--- config.mk ---
export PLATFORM = sky130hd
export DESIGN_NAME = instr_fetch_flat
export DESIGN_NICKNAME = d
export VERILOG_FILES = /design/src/rtl/instr_fetch_if.sv /design/src/rtl/instr_fetch.sv /design/src/flat_wrapper.sv
export SDC_FILE = /design/constraint.sdc
export NUM_CORES = 1
export LEC_CHECK = 0
export BUFFER_PORTS_ARGS = -buffer_cell sky130_fd_sc_hd__buf_2
export CORE_MARGIN = 10
export CORE_UTILIZATION = 50
export DETAILED_ROUTE_END_ITERATION = 10
export PLACE_DENSITY = 0.84
export SETUP_SLACK_MARGIN = 0.4
export SYNTH_ARGS = -nofsm -noshare
export SYNTH_HDL_FRONTEND = slang
export SYNTH_SLANG_ARGS = --single-unit
--- constraint.sdc ---
create_clock -name clock -period 4.9 [get_ports clock]
set_input_delay 0.98 -clock clock [delete_from_list [all_inputs] [get_ports clock]]
set_output_delay 0.98 -clock clock [all_outputs]
set_load 0.03 [all_outputs]
--- src/rtl/instr_fetch_if.sv ---
// Instruction-memory read bus plus the instruction handoff to decode.
// The master side is the fetch unit; the slave side is memory and decode.
interface instr_fetch_if;
  logic        mem_read;
  logic [31:0] mem_adr;
  logic        mem_ack;
  logic [31:0] mem_rdata;
  logic [31:0] instr;
  logic [31:0] instr_pc;
  logic        instr_valid;
  logic        instr_ready;

  modport master (
    output mem_read, mem_adr, instr, instr_pc, instr_valid,
    input  mem_ack, mem_rdata, instr_ready
  );

  modport slave (
    input  mem_read, mem_adr, instr, instr_pc, instr_valid,
    output mem_ack, mem_rdata, instr_ready
  );
endinterface

--- src/rtl/instr_fetch.sv ---
// Fetch stage: one instruction-memory read per fetch, valid/ready handoff to decode.
// Optional read timeout with NOP substitution is enabled by defining FETCH_TIMEOUT_EN.
module instr_fetch #(
  parameter logic [31:0] NOP_INSTR      = 32'h0000_0013,
  parameter int unsigned TIMEOUT_CYCLES = 255
) (
  input  logic                 clock,
  input  logic                 reset,
  input  logic [31:0]          pc_in,
  input  logic                 fetch_en,
  input  logic                 flush,
  output logic                 pc_en,
  output logic                 fetch_error,
  instr_fetch_if.master        bus
);

  localparam logic [1:0] IDLE  = 2'd0;
  localparam logic [1:0] BUSY  = 2'd1;
  localparam logic [1:0] VALID = 2'd2;
  localparam logic [1:0] DRAIN = 2'd3;

  logic [1:0]  state;
  logic        mem_read_q;
  logic [31:0] mem_adr_q;
  logic [31:0] instr_q;
  logic [31:0] instr_pc_q;
  logic        instr_valid_q;
  logic        timeout;

  assign bus.mem_read    = mem_read_q;
  assign bus.mem_adr     = mem_adr_q;
  assign bus.instr       = instr_q;
  assign bus.instr_pc    = instr_pc_q;
  assign bus.instr_valid = instr_valid_q;

`ifdef FETCH_TIMEOUT_EN
  localparam int CNT_W = $clog2(TIMEOUT_CYCLES + 1);
  logic [CNT_W-1:0] wait_cnt;

  // mem_read is only high in BUSY/DRAIN, so it alone qualifies the wait count.
  assign timeout = mem_read_q && !bus.mem_ack && (wait_cnt == CNT_W'(TIMEOUT_CYCLES));

  always_ff @(posedge clock) begin
    if (reset) begin
      wait_cnt <= '0;
    end else if (mem_read_q && !bus.mem_ack && !timeout) begin
      wait_cnt <= wait_cnt + 1'b1;
    end else begin
      wait_cnt <= '0;
    end
  end
`else
  logic unused_timeout_cfg;
  assign unused_timeout_cfg = ^TIMEOUT_CYCLES;
  assign timeout            = 1'b0;
`endif

  always_ff @(posedge clock) begin
    if (reset) begin
      state         <= IDLE;
      mem_read_q    <= 1'b0;
      mem_adr_q     <= '0;
      instr_q       <= '0;
      instr_pc_q    <= '0;
      instr_valid_q <= 1'b0;
      pc_en         <= 1'b0;
      fetch_error   <= 1'b0;
    end else begin
      pc_en       <= 1'b0;
      fetch_error <= 1'b0;
      case (state)
        IDLE: begin
          if (fetch_en && !flush) begin
            mem_adr_q  <= pc_in;
            mem_read_q <= 1'b1;
            state      <= BUSY;
          end
        end
        BUSY: begin
          if (bus.mem_ack) begin
            mem_read_q <= 1'b0;
            if (flush) begin
              state <= IDLE;
            end else begin
              instr_q       <= bus.mem_rdata;
              instr_pc_q    <= mem_adr_q;
              instr_valid_q <= 1'b1;
              pc_en         <= 1'b1;
              state         <= VALID;
            end
          end else if (timeout) begin
            // A flush arriving with the timeout discards the substituted NOP.
            mem_read_q  <= 1'b0;
            fetch_error <= 1'b1;
            if (flush) begin
              state <= IDLE;
            end else begin
              instr_q       <= NOP_INSTR;
              instr_pc_q    <= mem_adr_q;
              instr_valid_q <= 1'b1;
              pc_en         <= 1'b1;
              state         <= VALID;
            end
          end else if (flush) begin
            state <= DRAIN;
          end
        end
        VALID: begin
          if (flush) begin
            instr_valid_q <= 1'b0;
            state         <= IDLE;
          end else if (bus.instr_ready) begin
            instr_valid_q <= 1'b0;
            if (fetch_en) begin
              mem_adr_q  <= pc_in;
              mem_read_q <= 1'b1;
              state      <= BUSY;
            end else begin
              state <= IDLE;
            end
          end
        end
        default: begin
          // DRAIN: wait out the abandoned read; its data never reaches decode.
          if (bus.mem_ack) begin
            mem_read_q <= 1'b0;
            state      <= IDLE;
          end else if (timeout) begin
            mem_read_q  <= 1'b0;
            fetch_error <= 1'b1;
            state       <= IDLE;
          end
        end
      endcase
    end
  end

endmodule
--- src/flat_wrapper.sv ---
// flat-port wrapper written by rule: the top's interface ports become plain ports
module instr_fetch_flat 
#(
  parameter logic [31:0] NOP_INSTR      = 32'h0000_0013,
  parameter int unsigned TIMEOUT_CYCLES = 255
)
  (clock, reset, pc_in, fetch_en, flush, pc_en, fetch_error, bus_mem_read, bus_mem_adr, bus_instr, bus_instr_pc, bus_instr_valid, bus_mem_ack, bus_mem_rdata, bus_instr_ready);
  instr_fetch_if bus_i ();
  input  logic clock;
  input  logic reset;
  input  logic [31:0] pc_in;
  input  logic fetch_en;
  input  logic flush;
  output logic pc_en;
  output logic fetch_error;
  output wire logic [$bits(bus_i.mem_read)-1:0] bus_mem_read;
  output wire logic [$bits(bus_i.mem_adr)-1:0] bus_mem_adr;
  output wire logic [$bits(bus_i.instr)-1:0] bus_instr;
  output wire logic [$bits(bus_i.instr_pc)-1:0] bus_instr_pc;
  output wire logic [$bits(bus_i.instr_valid)-1:0] bus_instr_valid;
  input wire logic [$bits(bus_i.mem_ack)-1:0] bus_mem_ack;
  input wire logic [$bits(bus_i.mem_rdata)-1:0] bus_mem_rdata;
  input wire logic [$bits(bus_i.instr_ready)-1:0] bus_instr_ready;
  assign bus_mem_read = bus_i.mem_read;
  assign bus_mem_adr = bus_i.mem_adr;
  assign bus_instr = bus_i.instr;
  assign bus_instr_pc = bus_i.instr_pc;
  assign bus_instr_valid = bus_i.instr_valid;
  assign bus_i.mem_ack = bus_mem_ack;
  assign bus_i.mem_rdata = bus_mem_rdata;
  assign bus_i.instr_ready = bus_instr_ready;
  instr_fetch #(.NOP_INSTR(NOP_INSTR), .TIMEOUT_CYCLES(TIMEOUT_CYCLES)) u_core (.clock(clock), .reset(reset), .pc_in(pc_in), .fetch_en(fetch_en), .flush(flush), .pc_en(pc_en), .fetch_error(fetch_error), .bus(bus_i));
endmodule
# ---- Word-level counts from Yosys, hierarchy flattened
# Cells that the tools add are included.
dict set report word_totals {
  in_bits 70
  regBits 101
  wordCells 59
}
dict set report op_classes {
  n_bitwise 3
  muxes 26
  n_reduce_logical 13
  n_eq_ne 10
}
# op n
set ops {}
lappend ops {{$mux 32} 4}
lappend ops {{$pmux 32 s2} 1}
lappend ops {{$mux 2} 7}
lappend ops {{$mux 1} 11}
lappend ops {{$ne 2x2->1 const B} 5}
lappend ops {{$reduce_and 5->1} 2}
lappend ops {{$reduce_and 4->1} 2}
lappend ops {{$ne 3x3->1 const B} 2}
lappend ops {{$pmux 2 s3} 1}
lappend ops {{$pmux 1 s2} 2}
lappend ops {{$reduce_bool 2->1} 2}
lappend ops {{$reduce_bool 4->1} 1}
lappend ops {{$not 1->1} 3}
lappend ops {{$reduce_and 3->1} 1}
lappend ops {{$reduce_bool 3->1} 1}
lappend ops {{$reduce_or 3->1} 1}
lappend ops {{$eq 2x1->1 const B} 1}
lappend ops {{$eq 2x2->1 const B} 1}
lappend ops {{$logic_not 2->1} 1}
lappend ops {{$ne 2x1->1 const B} 1}
lappend ops {{$logic_and 1x1->1} 1}
lappend ops {{$logic_not 1->1} 1}

# ---- Longest topological paths before layout
# Gate-level depths: netlist of run 1.
dict set report depth {
  depth_word 4
  depth_mapped 7
  mapped_depth_nobuf 6
}

# ---- Least setup slack after synthesis of run 1
# No wires, ideal clock.
dict set report synth_path {
  path_kind {input to register}
  from {input port fetch_en}
  to {register u_core.mem_adr_q[1] (netlist: u_core.bus.mem_adr[1])}
  slack_ps 2996
  cell_stages 5
  arrival_ps 1835
  t_required_ps 4831
  path_cell_list {o21bai_1 -> a41oi_4 -> buf_6 -> nand2_1 -> a21oi_2}
}
dict set report synth_between {
  elab_chain_cells 3
  elab_cells_between_ends 4
  cone_classes {eq/ne (2); reduce/logical (2)}
}
# item line_no
set synth_rtl {}
lappend synth_rtl {{start, declared} flat_wrapper.sv:12} ;# input logic fetch_en;
lappend synth_rtl {{$logic_and 1x1->1} instr_fetch.sv:73} ;# if (fetch_en && !flush) begin
lappend synth_rtl {{$ne 2x1->1 (no source line)} --}
lappend synth_rtl {{$reduce_and 5->1 (no source line) *} --}
lappend synth_rtl {{end signal, assigned} instr_fetch.sv:74} ;# mem_adr_q <= pc_in;
lappend synth_rtl {{end signal, assigned} instr_fetch.sv:115} ;# mem_adr_q <= pc_in;
lappend synth_rtl {{end, declared} instr_fetch.sv:24} ;# logic [31:0] mem_adr_q;
# Every way passes the cells marked *; elsewhere a longest branch is shown, timed or not.
# A chain may end at the register's enable or synchronous reset.

# ---- Worst setup path in the final report of run 1
dict set report layout_path {
  from {input port flush}
  to {register u_core.instr_q[30] (netlist: u_core.bus.instr[30])}
}
dict set report layout_between {
  elab_chain_cells 2
}
# item line_no
set layout_rtl {}
lappend layout_rtl {{start, declared} flat_wrapper.sv:13} ;# input logic flush;
lappend layout_rtl {{$not 1->1 (no source line)} --}
lappend layout_rtl {{$reduce_and 3->1 (no source line)} --}
lappend layout_rtl {{end signal, assigned} instr_fetch.sv:85} ;# instr_q <= bus.mem_rdata;
lappend layout_rtl {{end, declared} instr_fetch.sv:25} ;# logic [31:0] instr_q;
# No other way between the ends.

==> metrics.csv, run 1 <==
stage;metric;value;unit
finish;area used by sequential logic in the layout;2022;µm²
drt;Met3 Routed Length;1042;µm
clocking;number of buffers added to fix hold violations after cts;0;
clocking;maximum level of the CTS H-tree;3;
clocking;CTS tree;yes;
yosys;number of enable-type register cells in the synthesized netlist;0;
clocking;maximum number of buffers from clock root to sink;2;
floorplanning;Die X-Extent;107.8;µm
outcome;outcome;completed;
drt;top layer used by detailed routing;met4;
drt;DRC violation count after routing;0;
drt;routed vias/inst;5.054;
timing;number of hold violations in the final report;0;
drt;total wire length after detailed routing;10780;µm
power_and_ir_drop;Power Total;1903;µW
timing;Final Hold Slack;454.9;ps
grt;global-route wire length before repair;17180;µm
drt;total vias in the final route;3634;
finish;ratio of cells with drive above 1 in the final layout;32.90;%
drt;first-iteration detailed-routing DRC count;135;
floorplanning;height of the die;107.8;µm
yosys;register area share after synthesis;52.48;%
power_and_ir_drop;power density over cell area;395.5;nW/µm²
clocking;root buffer selected by CTS;sky130_fd_sc_hd__clkbuf_8;
job;# Max-Cap Violations;0;
floorplanning;die area;11620;µm²
yosys;synthesized net count;544;
finish;final-stage net count;692;
yosys;count of mapped cells out of synthesis;467;
worst_setup_path;kind of end point of the critical path;flop;
grt;residual overflow from global routing;0;
timing;shortest clock period the worst path allows after layout;2334;ps
drt;mean routed wirelength per cell;14.99;µm
grt;pin count of the biggest net entering global routing;104;
worst_setup_path;Max FO, Critical Path;64;
timing;setup tns final;0;ps
clocking;# Post-CTS Setup Buffers;0;
place;Final Wtd Congestion;0.8152;
worst_setup_path;startpoint types;primary input;
power_and_ir_drop;worst IR drop on VDD;0.1932;mV
clocking;count of instances resized after the clock tree is built;0;
timing;Final Cycle Share;47.63;%
timing;Final Max Slew Viols;0;
grt;number of antenna violations at the first check in global routing;0;
worst_setup_path;start-to-end type of the worst setup path;primary input to flop;
timing;upper clock frequency limit;0.4284;GHz
finish;most common cell after layout, fill and taps aside;sky130_fd_sc_hd__nand2_1;
drt;number of iterations in the first detailed-routing pass;4;
place;half-perimeter wire length of the detailed placement result;7947;µm
worst_setup_path;number of cells on the worst reg-to-reg path;6;
timing;final setup slack of the worst path;2566;ps
clocking;clock buffers created by TritonCTS;9;
worst_setup_path;endpoint required time on the critical path;5160;ps
floorplanning;number of placement rows;31;
finish;ant diodes;0;
finish;Final Instance Count excl. Fillers;719;
yosys;average footprint of a synthesized cell;8.249;µm²
clocking;clock network latency to the later pin of the worst-skew pair;350;ps
drt;post-route antenna net violation count;0;
yosys;synthesis-stage register bit count;101;
clocking;clock-pin slew on the worst setup and hold paths;90;ps
grt;vias in the first global route;3485;
timing;Setup Viol. Count Final;0;
timing;RSZ-0062 raised after global routing;false;
yosys;number of warning messages in the yosys log;0;
finish;count of fill cells added during filler insertion;670;
yosys;Cell Area, Synth;3852;µm²
finish;synthesis-to-finish area growth;24.91;%
worst_hold_path;worst hold path depth;2;
power_and_ir_drop;Leak Pwr;0.002098;µW
timing;worst slew margin relative to its limit;23.76;%
floorplanning;core footprint;7370;µm²
clocking;# clock sinks;101;
yosys;most common flop cell mapped by yosys;sky130_fd_sc_hd__dfxtp_1;
worst_hold_path;Hold WC Path Type;flop to flop;
grt;total routing resource utilization after global routing;17.88;%
place;Cell Count Post-Placement;703;
floorplanning;Starting Density;52.28;%
place;number of port buffers;168;
worst_setup_path;data arrival time of the critical path;2590;ps
drt;met2 wire length;5332;µm
timing;final setup skew;14.76;ps
floorplanning;io pins;170;
yosys;Yosys cell types;35;
drt;Routed met1 length;4309;µm
yosys;async set-or-reset flop fraction in the synthesized netlist;0;%
timing;actual transition at the worst max-transition pin;1144;ps
finish;footprint of the multi-input gates;1628;µm²
place;post-placement worst setup slack;2217;ps
finish;most used cells in the layout excluding fill and tap cells;sky130_fd_sc_hd__nand2_1, sky130_fd_sc_hd__buf_2, sky130_fd_sc_hd__dfxtp_1;
## synth_stat cells, drive strengths merged, types with 2 or more instances
master	instances	area, µm²
nand2	195	732.0
dfxtp	101	2022
a21oi	99	536.8
buf	20	142.6
clkbuf	12	46.29
ha	7	87.58
inv	4	15.01
nor2b	4	25.02
a211o	2	17.52
nand2b	2	12.51
nor2	2	7.510
nor4bb	2	35.03
## worst max-delay path, stage by stage
cell and delay [ps]:
sky130_fd_sc_hd__buf_2 160, sky130_fd_sc_hd__inv_2 140, sky130_fd_sc_hd__and3_2 970, sky130_fd_sc_hd__nand2_1 140
sky130_fd_sc_hd__a21oi_1 180
## final timing paths
check                                          from                                  end  slack [ps]
setup / recovery                              flush    u_core.bus.instr[30]$_SDFFE_PP0P_        2570
hold / removal    u_core.bus.instr[12]$_SDFFE_PP0P_    u_core.bus.instr[12]$_SDFFE_PP0P_         450
setup reg to reg       u_core.state[0]$_SDFFE_PP0P_  u_core.bus.mem_adr[21]$_SDFFE_PP0P_        2660
hold reg to reg   u_core.bus.instr[12]$_SDFFE_PP0P_    u_core.bus.instr[12]$_SDFFE_PP0P_         450
## sequential cells by signal (all words and copies together) (netlist names)
register and flops:
u_core.bus.instr 32, u_core.bus.mem_read 1, u_core.bus.instr_pc 32, u_core.bus.mem_adr 32
u_core.pc_en 1, u_core.bus.instr_valid 1, u_core.state 2
## metal layers
layer,vias to the layer above,GRT usage [%]
li1,1811,-
met1,1679,20.64
met2,138,30.18
met3,6,6.766
met4,0,4.962
met5,-,0
## area by class of cell
cell class,count,area share [%]
timing repair buffer,169,17.68
multi-input combinational,330,33.83
clock buffer,10,2.652
clock inverter,6,0.9360
inverter,4,0.3120
tap,99,2.574
sequential,101,42.02
## report_power, final
part	internal (µW)	switching (µW)
combinational	159	349
clock	188	283
sequential	884	41.2
total	1230	673
## cell families after synthesis
logic type	count (synthesis)	share of synthesized area, %
other	1	0.09734
DFF	101	52.48
adders and majority gates	7	2.273
AOI/OAI and AO/OA	112	17.83
buffers and inverters	36	5.294
and+or+nand+nor	210	22.02
## metrics by stage
step                util [%]  cell area (µm²)
global placement       62.95             4639
CTS                    65.30             4812
floorplan                  -             3852
global route           65.30             4812
detailed placement     62.95             4639
finish                 65.30             4812
Power figures use the tool's default switching activity.
==> run 2, diff against run 1 <==
--- a/config.mk
+++ b/config.mk
@@ -7,9 +7,9 @@
 export LEC_CHECK = 0
 export BUFFER_PORTS_ARGS = -buffer_cell sky130_fd_sc_hd__buf_2
 export CORE_MARGIN = 10
-export CORE_UTILIZATION = 50
+export CORE_UTILIZATION = 47
 export DETAILED_ROUTE_END_ITERATION = 10
-export PLACE_DENSITY = 0.84
+export PLACE_DENSITY = 0.8
 export SETUP_SLACK_MARGIN = 0.4
 export SYNTH_ARGS = -nofsm -noshare
 export SYNTH_HDL_FRONTEND = slang
==> constraint.sdc (replaced) <==
create_clock -name clock -period 2.25 [get_ports clock]
set_input_delay 0.45 -clock clock [delete_from_list [all_inputs] [get_ports clock]]
set_output_delay 0.45 -clock clock [all_outputs]
set_load 0.03 [all_outputs]
==> metrics.csv, run 2 (synthesis results as in run 1) <==
stage;metric;value;unit
place;Cell Count Post-Placement;711;
timing;upper clock frequency limit;0.5720;GHz
finish;final-stage net count;706;
floorplanning;io pins;170;
worst_hold_path;worst hold start;bus_mem_rdata[27];
finish;Final Instance Count excl. Fillers;736;
floorplanning;Starting Density;49.09;%
power_and_ir_drop;Comb power frac;29.8;%
worst_setup_path;number of cells on the worst reg-to-reg path;8;
power_and_ir_drop;Leak Pwr;0.002211;µW
job;# Max-Cap Violations;0;
worst_setup_path;start-to-end type of the worst setup path;flop to flop;
drt;routed vias/inst;5.107;
drt;post-route antenna net violation count;0;
worst_hold_path;worst hold path depth;3;
timing;setup tns final;0;ps
timing;final setup skew;19.18;ps
finish;count of fill cells added during filler insertion;721;
worst_setup_path;delay contributed by the slowest stage of the critical path;420;ps
grt;total routing resource utilization after global routing;18.42;%
grt;number of antenna violations at the first check in global routing;0;
finish;ant diodes;0;
worst_setup_path;WP buf/inv;3;
worst_setup_path;Max FO, Critical Path;16;
timing;Setup Viol. Count Final;0;
grt;vias in the first global route;3745;
drt;total wire length after detailed routing;11860;µm
place;number of port buffers;168;
worst_setup_path;CP max stage cell;sky130_fd_sc_hd__dfxtp_1;
worst_setup_path;data arrival time of the critical path;2030;ps
floorplanning;height of the die;110.5;µm
finish;synthesis-to-finish area growth;31.80;%
power_and_ir_drop;part of the power in the clock network;24.3;%
place;half-perimeter wire length of the detailed placement result;8360;µm
drt;DRC violation count after routing;0;
floorplanning;die area;12220;µm²
drt;number of iterations in the first detailed-routing pass;4;
power_and_ir_drop;switching power;1595;µW
outcome;outcome;completed;
clocking;CTS tree;yes;
clocking;clock buffers created by TritonCTS;9;
power_and_ir_drop;power density over cell area;865.4;nW/µm²
timing;Final Max Slew Viols;0;
grt;pin count of the biggest net entering global routing;47;
power_and_ir_drop;worst IR drop on VDD;0.4330;mV
drt;total vias in the final route;3759;
worst_setup_path;Reg-to-Reg End;u_core.bus.mem_adr[0]$_SDFFE_PP0P_;
worst_setup_path;endpoint required time on the critical path;2540;ps
grt;residual overflow from global routing;0;
finish;most common cell after layout, fill and taps aside;sky130_fd_sc_hd__nand2_1;
floorplanning;number of placement rows;32;
finish;most used cells in the layout excluding fill and tap cells;sky130_fd_sc_hd__nand2_1, sky130_fd_sc_hd__buf_2, sky130_fd_sc_hd__dfxtp_1;
clocking;clock-pin slew on the worst setup and hold paths;110;ps
power_and_ir_drop;switching share of total power;36.29;%
finish;ratio of cells with drive above 1 in the final layout;35.80;%
worst_setup_path;sequence of cells on the critical path;inv_2, ha_2, nor4bb_4, buf_4, a41oi_4, buf_12, nand2_1, a21oi_1;
floorplanning;Die X-Extent;110.5;µm
clocking;maximum number of buffers from clock root to sink;2;
floorplanning;core footprint;7848;µm²
power_and_ir_drop;sequential power share;45.9;%
grt;global-route wire length before repair;19150;µm
timing;RSZ-0062 raised after global routing;false;
clocking;root buffer selected by CTS;sky130_fd_sc_hd__clkbuf_8;
place;Final Wtd Congestion;0.8336;
worst_hold_path;Worst Hold End;u_core.bus.instr[27]$_SDFFE_PP0P_;
clocking;maximum level of the CTS H-tree;3;
worst_setup_path;source of the worst register-to-register timing path;u_core.state[0]$_SDFFE_PP0P_;
finish;share of the core filled with cells;64.70;%
worst_setup_path;worst-case register-to-register setup slack;500;ps
clocking;clock network latency to the later pin of the worst-skew pair;360;ps
worst_setup_path;kind of end point of the critical path;flop;
worst_setup_path;startpoint types;flop;
power_and_ir_drop;internal power;2799;µW
drt;mean routed wirelength per cell;16.12;µm
worst_hold_path;Hold WC Path Type;primary input to flop;
drt;first-iteration detailed-routing DRC count;128;
timing;number of hold violations in the final report;0;
timing;shortest clock period the worst path allows after layout;1748;ps
worst_setup_path;kind of cell with the highest combined delay on the critical path;buffers and inverters;
timing;worst slew margin relative to its limit;66.41;%
timing;Final Cycle Share;77.70;%
timing;actual transition at the worst max-transition pin;503.9;ps
clocking;# clock sinks;101;
run 2: changes by cell type in the layout (fill, tap and decap cells not counted), sizes merged, moves of 3 or more:
cell and change:
a41o +3, buf +10, clkinv +3, clkinvlp -3
run 2: repair_timing:
item                                    4_1_cts  5_1_grt
gates resized for setup                       5       10
pin swaps                                     2        0
endpoints found under the setup margin       32       59
cloned                                        2        2
hold buffers                                  0        0
setup buffers                                 5        0
run 2: worst reg2reg max path, cell delays in order (launching register included):
cell	delay [ps]
sky130_fd_sc_hd__dfxtp_1	420
sky130_fd_sc_hd__inv_2	110
sky130_fd_sc_hd__ha_2	240
sky130_fd_sc_hd__nor4bb_4	160
sky130_fd_sc_hd__buf_4	160
sky130_fd_sc_hd__a41oi_4	200
sky130_fd_sc_hd__buf_12	180
sky130_fd_sc_hd__nand2_1	60
sky130_fd_sc_hd__a21oi_1	150
run 2: power by group through the flow:
stage,logic (µW),registers [µW],clock network (µW)
2_1_floorplan,604,2290,0
3_3_place_gp,1110,2050,0
3_5_place_dp,1140,2060,0
4_1_cts,1260,2010,1090
5_1_grt,1440,2040,1170
6_report,1310,2020,1070
run 2: worst max path at each step:
stage / from / to / cells after the start
finish: u_core.state[0]$_SDFFE_PP0P_ / u_core.bus.mem_adr[0]$_SDFFE_PP0P_ / 8
global route: u_core.state[0]$_SDFFE_PP0P_ / u_core.bus.mem_adr[23]$_SDFFE_PP0P_ / 8
CTS: u_core.state[0]$_SDFFE_PP0P_ / u_core.bus.mem_adr[0]$_SDFFE_PP0P_ / 8
detailed placement: u_core.state[0]$_SDFFE_PP0P_ / u_core.bus.mem_adr[3]$_SDFFE_PP0P_ / 6
global placement: u_core.state[0]$_SDFFE_PP0P_ / u_core.bus.mem_adr[22]$_SDFFE_PP0P_ / 6
floorplan: u_core.state[0]$_SDFFE_PP0P_ / u_core.bus.mem_adr[1]$_SDFFE_PP0P_ / 7
run 2: area by class of cell:
class                           instances  area, µm²  share of cell area, %
Timing Repair Buffer                  179      979.7                  19.30
Sequential cell                       101       2023                  39.85
Tap cell                              102      127.6                  2.514
Multi-Input combinational cell        334       1752                  34.50
Inverter                                4      15.01                 0.2957
Clock inverter                          7      56.30                  1.109
Clock buffer                            9      123.9                  2.440
run 2: stage by stage:
stage	worst slack, ps	total power (µW)	hold WS, ps	instance area, µm²
2_1_floorplan	576.1	2894	525.7	3852
3_5_place_dp	79.85	3198	444.9	4706
6_report	501.8	4394	308.8	5077
4_1_cts	441.3	4361	298.1	5011
5_1_grt	416.9	4642	300.4	5077
3_3_place_gp	165.0	3159	438.3	4706
run 2: per-layer routing:
metal  track usage, %  wire [µm]  up-vias
met5                0          0        -
met4            4.491        114        0
met3            6.483        968       12
met2            32.00       5834      140
met1            21.00       4945     1749
li1                 -          -     1858
